==> src/rtl/pipe_issue_ctrl.sv <==
// Two-requester round-robin issue scheduler with a RAW scoreboard and a flush/drain sequence.
// Optional saturating statistics counters are enabled with `define ISSUE_STATS_EN.
module pipe_issue_ctrl #(
    parameter int unsigned WB_LAT   = 3,
    parameter int unsigned MAX_FUNC = 11
) (
    input  logic       clk,
    input  logic       rst,
    input  logic       req0,
    input  logic       req1,
    input  logic [3:0] rs1_0,
    input  logic [3:0] rs2_0,
    input  logic [3:0] rd_0,
    input  logic [3:0] func_0,
    input  logic [7:0] addr_0,
    input  logic [3:0] rs1_1,
    input  logic [3:0] rs2_1,
    input  logic [3:0] rd_1,
    input  logic [3:0] func_1,
    input  logic [7:0] addr_1,
    output logic       gnt0,
    output logic       gnt1,
    output logic       err0,
    output logic       err1,
    output logic       iss_valid,
    output logic [3:0] iss_rs1,
    output logic [3:0] iss_rs2,
    output logic [3:0] iss_rd,
    output logic [3:0] iss_func,
    output logic [7:0] iss_addr,
    input  logic       flush,
    output logic       flush_done,
    output logic       busy
`ifdef ISSUE_STATS_EN
   ,output logic [15:0] issue_cnt,
    output logic [15:0] stall_cnt,
    output logic [7:0]  err_cnt
`endif
);

    typedef enum logic [1:0] {
        ST_RUN,
        ST_DRAIN,
        ST_DRAINED
    } state_t;

    state_t state, state_nxt;

    logic [WB_LAT-1:0]      sb_vld;
    logic [WB_LAT-1:0][3:0] sb_rd;
    logic                   last;
    logic                   hold_vld;
    logic                   hold_id;

    logic       cand_vld;
    logic       cand_id;
    logic [3:0] c_rs1, c_rs2, c_rd, c_func;
    logic [7:0] c_addr;
    logic       illegal;
    logic       hazard;
    logic       accept;
    logic       issue;

    // A stalled candidate keeps ownership until it is accepted, so the other
    // requester cannot overtake it while the hazard resolves.
    always_comb begin
        cand_vld = req0 | req1;
        if (hold_vld && (hold_id ? req1 : req0))
            cand_id = hold_id;
        else if (req0 && req1)
            cand_id = ~last;
        else
            cand_id = req1 & ~req0;

        c_rs1  = cand_id ? rs1_1  : rs1_0;
        c_rs2  = cand_id ? rs2_1  : rs2_0;
        c_rd   = cand_id ? rd_1   : rd_0;
        c_func = cand_id ? func_1 : func_0;
        c_addr = cand_id ? addr_1 : addr_0;

        illegal = {28'd0, c_func} > MAX_FUNC;

        // The oldest entry is being written back this cycle and no longer blocks.
        hazard = 1'b0;
        for (int unsigned i = 0; i + 1 < WB_LAT; i++) begin
            if (sb_vld[i] && (sb_rd[i] == c_rs1 || sb_rd[i] == c_rs2))
                hazard = 1'b1;
        end

        accept = (state == ST_RUN) && !flush && cand_vld && (illegal || !hazard);
        issue  = accept && !illegal;
        gnt0   = accept && !cand_id;
        gnt1   = accept && cand_id;
    end

    always_comb begin
        state_nxt = state;
        case (state)
            ST_RUN:     if (flush) state_nxt = ST_DRAIN;
            ST_DRAIN:   if (sb_vld == '0) state_nxt = ST_DRAINED;
            ST_DRAINED: if (!flush) state_nxt = ST_RUN;
            default:    state_nxt = ST_RUN;
        endcase
    end

    always_ff @(posedge clk or posedge rst) begin
        if (rst)
            state <= ST_RUN;
        else
            state <= state_nxt;
    end

    always_ff @(posedge clk or posedge rst) begin
        if (rst) begin
            iss_valid <= 1'b0;
            iss_rs1   <= '0;
            iss_rs2   <= '0;
            iss_rd    <= '0;
            iss_func  <= '0;
            iss_addr  <= '0;
            err0      <= 1'b0;
            err1      <= 1'b0;
            last      <= 1'b1;
            hold_vld  <= 1'b0;
            hold_id   <= 1'b0;
            sb_vld    <= '0;
            sb_rd     <= '0;
        end else begin
            iss_valid <= issue;
            err0      <= accept && illegal && !cand_id;
            err1      <= accept && illegal && cand_id;
            if (issue) begin
                iss_rs1  <= c_rs1;
                iss_rs2  <= c_rs2;
                iss_rd   <= c_rd;
                iss_func <= c_func;
                iss_addr <= c_addr;
                last     <= cand_id;
            end
            if (accept) begin
                hold_vld <= 1'b0;
            end else if (state == ST_RUN && cand_vld) begin
                hold_vld <= 1'b1;
                hold_id  <= cand_id;
            end
            for (int unsigned i = 1; i < WB_LAT; i++) begin
                sb_vld[i] <= sb_vld[i-1];
                sb_rd[i]  <= sb_rd[i-1];
            end
            sb_vld[0] <= issue;
            sb_rd[0]  <= c_rd;
        end
    end

    assign flush_done = (state == ST_DRAINED);
    assign busy       = |sb_vld;

`ifdef ISSUE_STATS_EN
    logic stall;
    assign stall = (state == ST_RUN) && cand_vld && !illegal && hazard;

    always_ff @(posedge clk or posedge rst) begin
        if (rst) begin
            issue_cnt <= '0;
            stall_cnt <= '0;
            err_cnt   <= '0;
        end else begin
            if (issue && issue_cnt != '1)
                issue_cnt <= issue_cnt + 16'd1;
            if (stall && stall_cnt != '1)
                stall_cnt <= stall_cnt + 16'd1;
            if (accept && illegal && err_cnt != '1)
                err_cnt <= err_cnt + 8'd1;
        end
    end
`endif

endmodule

==> config.mk <==
export PLATFORM = sky130hd
export DESIGN_NAME = pipe_issue_ctrl
export DESIGN_NICKNAME = d
export VERILOG_FILES = /design/src/rtl/pipe_issue_ctrl.sv
export SDC_FILE = /design/constraint.sdc
export NUM_CORES = 1
export LEC_CHECK = 0
export BUFFER_PORTS_ARGS = -buffer_cell sky130_fd_sc_hd__buf_2
export CAP_MARGIN = 15
export CORE_MARGIN = 5
export CORE_UTILIZATION = 52
export CTS_CLUSTER_SIZE = 20
export DETAILED_ROUTE_END_ITERATION = 16
export PLACE_DENSITY = 0.83
export SLEW_MARGIN = 20
export SYNTH_ARGS = -nofsm -noshare
export SYNTH_HDL_FRONTEND = slang
export SYNTH_SLANG_ARGS = --single-unit
==> constraint.sdc <==
create_clock -name clk -period 4 [get_ports clk]
set_input_delay 0.8 -clock clk [delete_from_list [all_inputs] [get_ports clk]]
set_output_delay 0.8 -clock clk [all_outputs]
set_load 0.01 [all_outputs]
==> results of run 1 <==
## registers in the layout (all words and copies together), names as in the netlist, 2 cells and up
register	count
iss_func	4
iss_rs2	4
sb_vld	3
iss_rd	4
sb_rd	8
state	2
iss_rs1	4
iss_addr	8
## cell type report
class | count | area [µm²] | area share
flip-flops and latches | 42 | 1050 | 0.313
clock buffers | 5 | 68.8 | 0.0204
well taps | 70 | 87.6 | 0.0260
inverters | 20 | 75.1 | 0.0223
multi-input cells | 236 | 1510 | 0.448
clock inverters | 3 | 68.8 | 0.0204
repair buffers | 95 | 505 | 0.150
## critical path, stage by stage
cell and delay [ns]:
buf_2 0.13, xor2_1 0.18, a2111oi_2 0.35, a21oi_1 0.10, or3_1 0.39, nor4_2 0.37, nor4_4 0.09, o21ai_1 0.25
nor2_1 0.06, buf_2 0.15
## path summary, 6_finish.rpt
path	cells past startpoint	to	slack [ns]	startpoint
setup / recovery	10	gnt1	0.31	rs1_1[0]
hold / removal	1	iss_rd[1]$_DFFE_PP0P_	0.49	iss_rd[1]$_DFFE_PP0P_
setup reg to reg	9	iss_rd[0]$_DFFE_PP0P_	0.92	last$_DFFE_PP1P_
hold reg to reg	1	iss_rd[1]$_DFFE_PP0P_	0.49	iss_rd[1]$_DFFE_PP0P_
max in group asynchronous	3	last$_DFFE_PP1P_	3.01	rst
min in group asynchronous	3	sb_rd[6]$_DFF_PP0_	0.62	rst
## cells by family after synthesis
logic type      Yosys count  share of synthesized area
xor+xnor                 13                     0.0421
mux                      21                     0.0809
compound gates           99                      0.231
flops                    42                      0.389
buf+inv                  40                     0.0592
simple gates            103                      0.198
## report_power, final
group	switching, W	leakage [nW]	total [W]	internal (W)
sequential	0.000136	0.493	0.000732	0.000597
clock	0.000149	0.0683	0.000399	0.000250
combinational	0.000551	1.05	0.000950	0.000399
## through the flow
stage / utilization / std cells / power (W) / setup WS, ns
finish: 0.663 / 471 / 0.00208 / 0.307
global route: 0.663 / 471 / 0.00223 / 0.116
CTS: 0.663 / 471 / 0.00209 / 0.293
detailed placement: 0.636 / 463 / 0.00168 / 0.302
floorplan: - / 318 / 0.00133 / 0.572
global placement: 0.636 / 463 / 0.00167 / 0.369
## per-layer routing
layer  vias to the layer above  share of wire  track usage
met5                         -              0            0
met1                      1302           0.40        0.325
met2                       155           0.47        0.411
li1                       1322              -            -
met4                         0          0.037        0.125
met3                        29          0.094       0.0651
## placed cells by master, fill, tap and decap left out, types with 4 or more instances in the layout
master,count
a21oi_1,34
a31oi_1,28
buf_2,83
buf_4,12
clkbuf_8,5
dfrtp_1,41
inv_1,18
mux2_1,6
mux2i_1,14
nand2_1,30
nand2b_1,17
nand3_1,6
nor2_1,15
nor2b_1,8
nor3_1,5
nor4_1,6
o21a_1,4
o21ai_0,7
o22ai_1,4
xnor2_1,7
xor2_1,6
==> reports/results.tsv, run 1 <==
metric	value	unit
clock slew seen by the registers of the worst setup and hold paths	0.08	ns
first-pass GRT wire length	13200	µm
status	finished clean	
Hold WC Path Type	flip-flop to flip-flop	
fillcell total	449	
worst-path maximum fanout	4	
cell taking the most area after synthesis	dfrtp_1	
cell area after synthesis	2710	µm²
gpl congestion	1.02	
via count	2808	
Core Area	5070	µm²
Netlist cell types	50	
CTS tree	yes	
drt drc	0	
Final Skew	0.00783	ns
synth cell count leaders	41 x dfrtp_1, 34 x a21oi_1, 30 x nand2_1	
syn_nets	371	
Finished Cell Area	3370	µm²
Starting Density	0.533	
post-layout minimum cycle time	3.69	ns
Clock Path Buffers	2	
Top FF cell, synth	dfrtp_1	
DRT Pass-1 Iters	6	
Post-synth ARST share	1.00	
Max-Slew Margin vs Limit	0.649	
cts bufs inserted	5	
antenna violations before repair	0	
Cells after Synth	318	
peak supply drop	0.399	mV
layout cells sized above 1	0.277	
Max-Cap Viols	0	
# setup viols final	0	
Final ANT Viol Nets	0	
syn_area_per_cell	8.51	µm²
Yosys warnings	0	
Worst Setup End Kind	primary output	
Post-synth EDFFs	0	
post-CTS repair timing setup buffer count	0	
final count of hold timing violations	0	
Slew Limit Fails	0	
worst slew pin tran	0.521	ns
drt total wl	8300	µm
htree depth	2	
overall fraction of global-route tracks in use	0.257	
antenna diode count	0	
top cell type's share of synthesized area	0.379	
mean routed wirelength per cell	17.6	µm
final period utilization	0.923	
Resized cells post-CTS	0	
Clock Latency Late Sink	0.30	ns
Die Area	6750	µm²
Setup TNS Final	0	ns
fmax	0.271	GHz
row count	26	
top post-synthesis cells by area	dfrtp_1 38%, a31oi_1 6.5%, a21oi_1 6.3%, mux2i_1 5.2%, nand2_1 4.2%	
total clock sinks	42	
Initial DRC Count	270	
area post-placement	3230	µm²
WHS	0.493	ns
root buf cell	clkbuf_8	
most numerous cell in the Yosys netlist	dfrtp_1	
Setup CP Type	input port to primary output	
HPWL after DPL	6310	µm
FF+latch count, synth	42	
vias per cell	5.96	
Final nets	453	
grt total ovfl	0	
leak pwr	1.61	nW
number of global-route vias before repair	2743	
Die Y	82.1	µm
Worst Path Arrival	2.89	ns
sequential cell area fraction in the yosys report	0.389	
unrepaired setup endpoints after global routing	false	
Power Dens Cells	619	nW/µm²
# port buffers	83	
Worst setup SP type	input port	
Horiz. Die Dim	82.1	µm
Area growth syn-to-layout	24.4	%
IO Pins	84	
Required @ worst endpoint	3.20	ns
cts hold-fix bufs	0	
largest net degree at the start of global routing	43	
No activity file was read; power rests on OpenSTA's default activity.
==> run 2, diff against run 1 <==
ABC_AREA = 1   (was not set)
CORE_MARGIN = 3   (was 5)
CORE_UTILIZATION = 49   (was 52)
HOLD_SLACK_MARGIN = 0.05   (was not set)
PLACE_DENSITY = 0.81   (was 0.83)
==> reports/results.tsv, run 2 <==
metric	value	unit	change
Hold WC Path Type	flip-flop to flip-flop		
Largest regs	iss_addr x8, sb_rd x8		
unrepaired setup endpoints after global routing	false		
Die Y	74.3	µm	-9.5%
worst setup margin	0.581	ns	+0.274 ns
Core Area	4440	µm²	-12%
Worst path max stage delay	0.53	ns	+0.14 ns
drt total wl	5570	µm	-33%
vias per cell	5.01		-16%
Post-synth ARST share	1.00		unchanged
grt total ovfl	0		unchanged
layout cells sized above 1	0.259		-0.0182
HP Start	sb_rd[0]$_DFF_PP0_		
HPWL after DPL	4060	µm	-36%
most frequent cells in the layout	168 x nand2_1, 83 x buf_2, 41 x dfrtp_1		
Starting Density	0.514		-0.0189
# port buffers	83		unchanged
area of the multi-input gates	1040	µm²	-31%
antenna diode count	0		unchanged
Required @ worst endpoint	3.20	ns	about the same
Setup CP Type	flip-flop to primary output		
final period utilization	0.855		-0.0685
hold depth	0		-1
top cell type's share of synthesized area	0.449		+0.0697
Worst Path Arrival	2.62	ns	-0.27 ns
mean routed wirelength per cell	12.2	µm	-31%
number of global-route vias before repair	2069		-25%
Final ANT Viol Nets	0		unchanged
final count of hold timing violations	0		unchanged
overall fraction of global-route tracks in use	0.218		-0.0395
Yosys warnings	0		unchanged
synth cell count leaders	168 x nand2_1, 41 x dfrtp_1, 38 x nand3_1		
Clock Path Buffers	2		unchanged
Horiz. Die Dim	74.3	µm	-9.5%
depth of the worst register-to-register path	16		+7
Cells after Synth	324		+1.9%
cts hold-fix bufs	0		unchanged
root buf cell	clkbuf_8		
Worst setup SP type	flip-flop		
Area growth syn-to-layout	22.4	%	
Layout Utilization	0.630		-0.0334
Netlist cell types	22		-56%
CP bufs+invs	2		unchanged
fmax	0.292	GHz	+8.0%
peak supply drop	0.280	mV	-30%
hold worst-path end	sb_rd[4]$_DFF_PP0_		
syn_area_per_cell	7.06	µm²	-17%
Die Area	5520	µm²	-18%
worst-path maximum fanout	33		+29
Place WS	0.650	ns	+0.347 ns
Top FF cell, synth	dfrtp_1		
gpl congestion	0.874		-14%
FF+latch count, synth	42		unchanged
Clock Latency Late Sink	0.30	ns	about the same
largest net degree at the start of global routing	43		unchanged
cell family with most CP delay	simple AND/OR/NAND/NOR gates		
most numerous cell in the Yosys netlist	nand2_1		
leak pwr	1.73	nW	+7.5%
drt drc	0		unchanged
post-layout minimum cycle time	3.42	ns	-0.274 ns
htree depth	2		unchanged
clock slew seen by the registers of the worst setup and hold paths	0.08	ns	about the same
DP Cell Count	450		-2.8%
Power Dens Cells	616	nW/µm²	-0.44%
Worst Setup End Kind	primary output		
FF/Latch Area	1050	µm²	unchanged
cts bufs inserted	5		unchanged
Initial DRC Count	154		-43%
cells along the critical path	inv_1 > nand2_2 > nand3_4 > nand2_4 > nand2_1 > nand2_1 > nand2_1 > nand2_1 > nor2_1 > nand2_1 > nand2_1 > nand2_2 > nand3_1 > a21oi_1 > buf_2		
sequential cell area fraction in the yosys report	0.460		+0.0715
cell at the slowest stage of the critical path	dfstp_2		
# setup viols final	0		unchanged
Layout Cells excl Fill	458		-2.8%
top post-synthesis cells by area	dfrtp_1 45%, nand2_1 28%, nand3_1 8.3%, inv_1 3.9%, buf_6 2.5%		
syn_nets	377		+1.6%
status	finished clean		
Slew Limit Fails	0		unchanged
Resized cells post-CTS	0		unchanged
Setup TNS Final	0	ns	unchanged
antenna violations before repair	0		unchanged
worst slew pin tran	0.524	ns	+0.00371 ns
Max-Slew Margin vs Limit	0.650		+0.00120
R2R setup slack	1.07	ns	+0.15 ns
cell taking the most area after synthesis	dfrtp_1		
IO Pins	84		unchanged
row count	24		-7.7%
Post-synth EDFFs	0		unchanged
Max-Cap Viols	0		unchanged
via count	2293		-18%
cell area after synthesis	2290	µm²	-16%
r2r endpoint	iss_rs2[0]$_DFFE_PP0P_		
fillcell total	411		-8.5%
cell repeated most along the worst path	nand2_1		
first-pass GRT wire length	9140	µm	-31%
Worst R2R Start	last$_DFFE_PP1P_		
total clock sinks	42		unchanged
post-CTS repair timing setup buffer count	0		unchanged
most common cell after layout, fill and taps aside	nand2_1		
Final nets	458		+1.1%
DRT Pass-1 Iters	4		-2
Final Skew	0.00349	ns	-0.00433 ns
CTS tree	yes		
-- run 2: cell types whose count changed after synthesis, sizes merged, moves of 7 or more --
cell | previous run | this run
nand2 | 31 | 176
nand3 | 6 | 39
a21oi | 34 | 2
a31oi | 28 | 0
nand2b | 17 | 0
mux2i | 14 | 0
clkbuf | 10 | 2
inv | 19 | 27
nor2b | 8 | 0
nor4 | 8 | 0
mux2 | 7 | 0
xnor2 | 7 | 0
-- run 2: stage by stage --
stage / instance area [µm²] / power [W] / hold slack [ns]
finish: 2800 / 0.00172 / 0.454
global route: 2800 / 0.00188 / 0.462
CTS: 2800 / 0.00174 / 0.445
detailed placement: 2690 / 0.00140 / 0.426
global placement: 2690 / 0.00138 / 0.420
floorplan: 2290 / 0.00118 / 0.387
-- run 2: worst max path at each step --
stage,startpoint,end,slack [ns],cells past startpoint
floorplan,req0,gnt0,1.29,13
global placement,req0,gnt1,0.72,14
detailed placement,req0,gnt1,0.65,14
CTS,last$_DFFE_PP1P_,gnt1,0.57,15
global route,last$_DFFE_PP1P_,gnt1,0.32,15
finish,last$_DFFE_PP1P_,gnt1,0.58,15
-- run 2: worst reg2reg max path: stages (launching register included) --
cell	delay, ns
dfstp_2	0.53
inv_1	0.04
nand2_2	0.08
nand3_4	0.16
nand2_4	0.36
nand2_1	0.17
nand2_1	0.15
nand2_1	0.06
nand2_1	0.05
nor2_1	0.04
nand2_1	0.05
nand2_1	0.06
nand2_2	0.08
nand4_4	0.37
inv_2	0.47
nand2_1	0.13
nand2_1	0.08
-- run 2: power breakdown --
group	switching [W]	leakage (nW)	internal, W
Sequential	0.0000944	0.527	0.000584
Combinational	0.000449	1.15	0.000266
Clock	0.000144	0.0524	0.000187
-- run 2: metal layers --
metal | up-vias | global-route usage | share of wire
met1 | 1032 | 0.290 | 0.45
met4 | 0 | 0.0593 | 0.011
li1 | 1159 | - | -
met3 | 6 | 0.0581 | 0.075
met5 | - | 0 | 0
met2 | 96 | 0.353 | 0.47
-- run 2: logic make-up after synthesis --
family,share of synthesized area
flops,0.460
simple gates,0.431
buf+inv,0.0848
compound gates,0.0241
-- run 2: cell type report --
| type | instances | area share |
|---|---|---|
| clock buffer | 7 | 0.0273 |
| timing repair buffer | 85 | 0.154 |
| tap | 52 | 0.0232 |
| inverter | 28 | 0.0376 |
| multi-input combinational | 243 | 0.371 |
| clock inverter | 1 | 0.0107 |
| sequential | 42 | 0.376 |
==> run 3, diff against run 2 <==
clock period = 3.15 ns   (was 4 ns; I/O delays follow)
==> reports/results.tsv, run 3 (same netlist as run 2, synthesis figures left out) <==
metric	value	unit	change
sw frac	0.417		+0.0185
cell repeated most along the worst path	nand2_1		
register share of total power	0.396		+0.003
IO Pins	84		unchanged
Hold WC Path Type	input port to asynchronous set/reset pin		
drt total wl	5800	µm	+4.2%
status	finished clean		
htree depth	2		unchanged
grt total ovfl	0		unchanged
row count	24		unchanged
leak pwr	1.77	nW	+2.1%
Worst Setup End Kind	primary output		
Clock Latency Late Sink	0.30	ns	about the same
number of global-route vias before repair	2114		+2.2%
Initial DRC Count	141		-8.4%
first-pass GRT wire length	9110	µm	-0.30%
# port buffers	83		unchanged
Final nets	466		+1.7%
overall fraction of global-route tracks in use	0.217		-0.00119
Clock Path Buffers	2		unchanged
Max-Cap Viols	0		unchanged
Net Sw Power	0.000910	W	+32%
layout cells sized above 1	0.280		+0.0216
worst-path maximum fanout	11		-67%
Max-Slew Margin vs Limit	0.623		-0.0279
Setup CP Type	flip-flop to primary output		
Required @ worst endpoint	2.52	ns	-0.68 ns
total clock sinks	42		unchanged
clock slew seen by the registers of the worst setup and hold paths	0.08	ns	about the same
Die Y	74.3	µm	unchanged
largest net degree at the start of global routing	29		-33%
Final Skew	0.00591	ns	+0.00242 ns
Finished Cell Area	2860	µm²	+2.0%
Largest regs	iss_addr x8, sb_rd x8		
Area growth syn-to-layout	24.9	%	
via count	2296		+0.13%
worst slew pin tran	0.565	ns	+0.0410 ns
vias per cell	4.93		-1.6%
cts bufs inserted	5		unchanged
mean routed wirelength per cell	12.5	µm	+2.4%
drt drc	0		unchanged
Worst Path Arrival	2.35	ns	-0.27 ns
total internal power	0.00127	W	+23%
final period utilization	0.944		
DP Cell Count	452		+0.44%
Horiz. Die Dim	74.3	µm	unchanged
DRT Pass-1 Iters	4		unchanged
cell at the slowest stage of the critical path	dfstp_2		
most common cell after layout, fill and taps aside	nand2_1		
Layout Utilization	0.642		+0.0127
root buf cell	clkbuf_8		
R2R setup slack	0.59	ns	-0.48 ns
Gate power share	0.447		+0.032
fmax	0.336	GHz	
fillcell total	421		+2.4%
Clk pwr share	0.157		-0.035
most frequent cells in the layout	168 x nand2_1, 83 x buf_2, 41 x dfrtp_1		
peak supply drop	0.388	mV	+39%
Slew Limit Fails	0		unchanged
Die Area	5520	µm²	unchanged
final count of hold timing violations	0		unchanged
cells along the critical path	inv_1 > nand2_2 > nand3_4 > nand2_8 > nand2_1 > nand2_1 > nand2_1 > nand2_1 > nor2_1 > nand2_1 > nand2_1 > nand2_2 > nand3_1 > a21oi_1 > buf_2		
gpl congestion	0.869		-0.55%
HPWL after DPL	4310	µm	+6.3%
post-layout minimum cycle time	2.98	ns	
antenna violations before repair	0		unchanged
antenna diode count	0		unchanged
Final ANT Viol Nets	0		unchanged
area post-placement	2710	µm²	+0.56%
Layout Cells excl Fill	466		+1.7%
CTS tree	yes		
Worst path max stage delay	0.53	ns	about the same
Power Dens Cells	764	nW/µm²	+24%
Worst setup SP type	flip-flop		
cts hold-fix bufs	0		unchanged
# setup viols final	0		unchanged
Core Area	4440	µm²	unchanged
Starting Density	0.514		unchanged
## run 3: cell count changes in the layout (fill, tap and decap cells not counted)
cell       before  now
clkbuf_1        2    0
inv_2           3    4
clkinv_1        2    1
bufinv_16       1    0
nand3_2         0    1
buf_4           2    8
inv_6           0    1
clkinv_2        0    2
nand2_8         0    1
## run 3: path summary, 6_finish.rpt
path                                         start                      to  depth (start not counted)
worst max register to register    last$_DFFE_PP1P_  iss_rs1[3]$_DFFE_PP0P_                         13
worst min-delay path                           rst      sb_rd[2]$_DFF_PP0_                          2
worst max-delay path              last$_DFFE_PP1P_                    gnt1                         15
max in group asynchronous                      rst        last$_DFFE_PP1P_                          3
min in group clk                sb_rd[3]$_DFF_PP0_      sb_rd[7]$_DFF_PP0_                          0
worst min register to register  sb_rd[3]$_DFF_PP0_      sb_rd[7]$_DFF_PP0_                          0
## run 3: final cells by class
type | count | area (µm²) | share of cell area
clock buffers | 5 | 68.8 | 0.0241
clock inverters | 3 | 18.8 | 0.00657
inverters | 28 | 105 | 0.0368
multi-input cells | 245 | 1070 | 0.375
flip-flops and latches | 42 | 1050 | 0.369
well taps | 52 | 65.1 | 0.0228
repair buffers | 91 | 475 | 0.167
## run 3: repair_timing
action	in CTS	in global routing
setup endpoints to repair	0	2
gates resized for setup	0	1
hold endpoints to repair	0	0
buffers inserted	0	4
## run 3: critical path, delay by kind of cell (launching register included)
kind | cells | cell delay (ns)
buffers and inverters | 2 | 0.18
AOI/OAI and AO/OA | 1 | 0.16
and+or+nand+nor | 12 | 1.17
DFF | 1 | 0.53
## run 3: layer usage
layer | track usage | wire length [µm] | share of wire | vias to the layer above
li1 | - | - | - | 1177
met1 | 0.278 | 2480 | 0.43 | 1025
met2 | 0.362 | 2780 | 0.48 | 88
met3 | 0.0500 | 465 | 0.080 | 6
met4 | 0.0731 | 76 | 0.013 | 0
met5 | 0 | 0 | 0 | -
## run 3: power groups by stage
stage / clock (W) / sequential (W) / combinational (W)
after floorplan: 0 / 0.000921 / 0.000575
after global placement: 0 / 0.000864 / 0.000901
after detailed placement: 0 / 0.000870 / 0.000930
after CTS: 0.000357 / 0.000863 / 0.000930
after global routing: 0.000380 / 0.000888 / 0.00111
final: 0.000343 / 0.000863 / 0.000976
## run 3: through the flow
step	power, W	hold WS (ns)	setup slack [ns]	setup TNS (ns)
after floorplan	0.00150	0.387	0.785	0
after global placement	0.00177	0.415	0.307	0
after detailed placement	0.00180	0.432	0.233	0
after CTS	0.00215	0.443	0.0150	0
after global routing	0.00238	0.440	-0.0218	-0.0218
final	0.00218	0.380	0.175	0
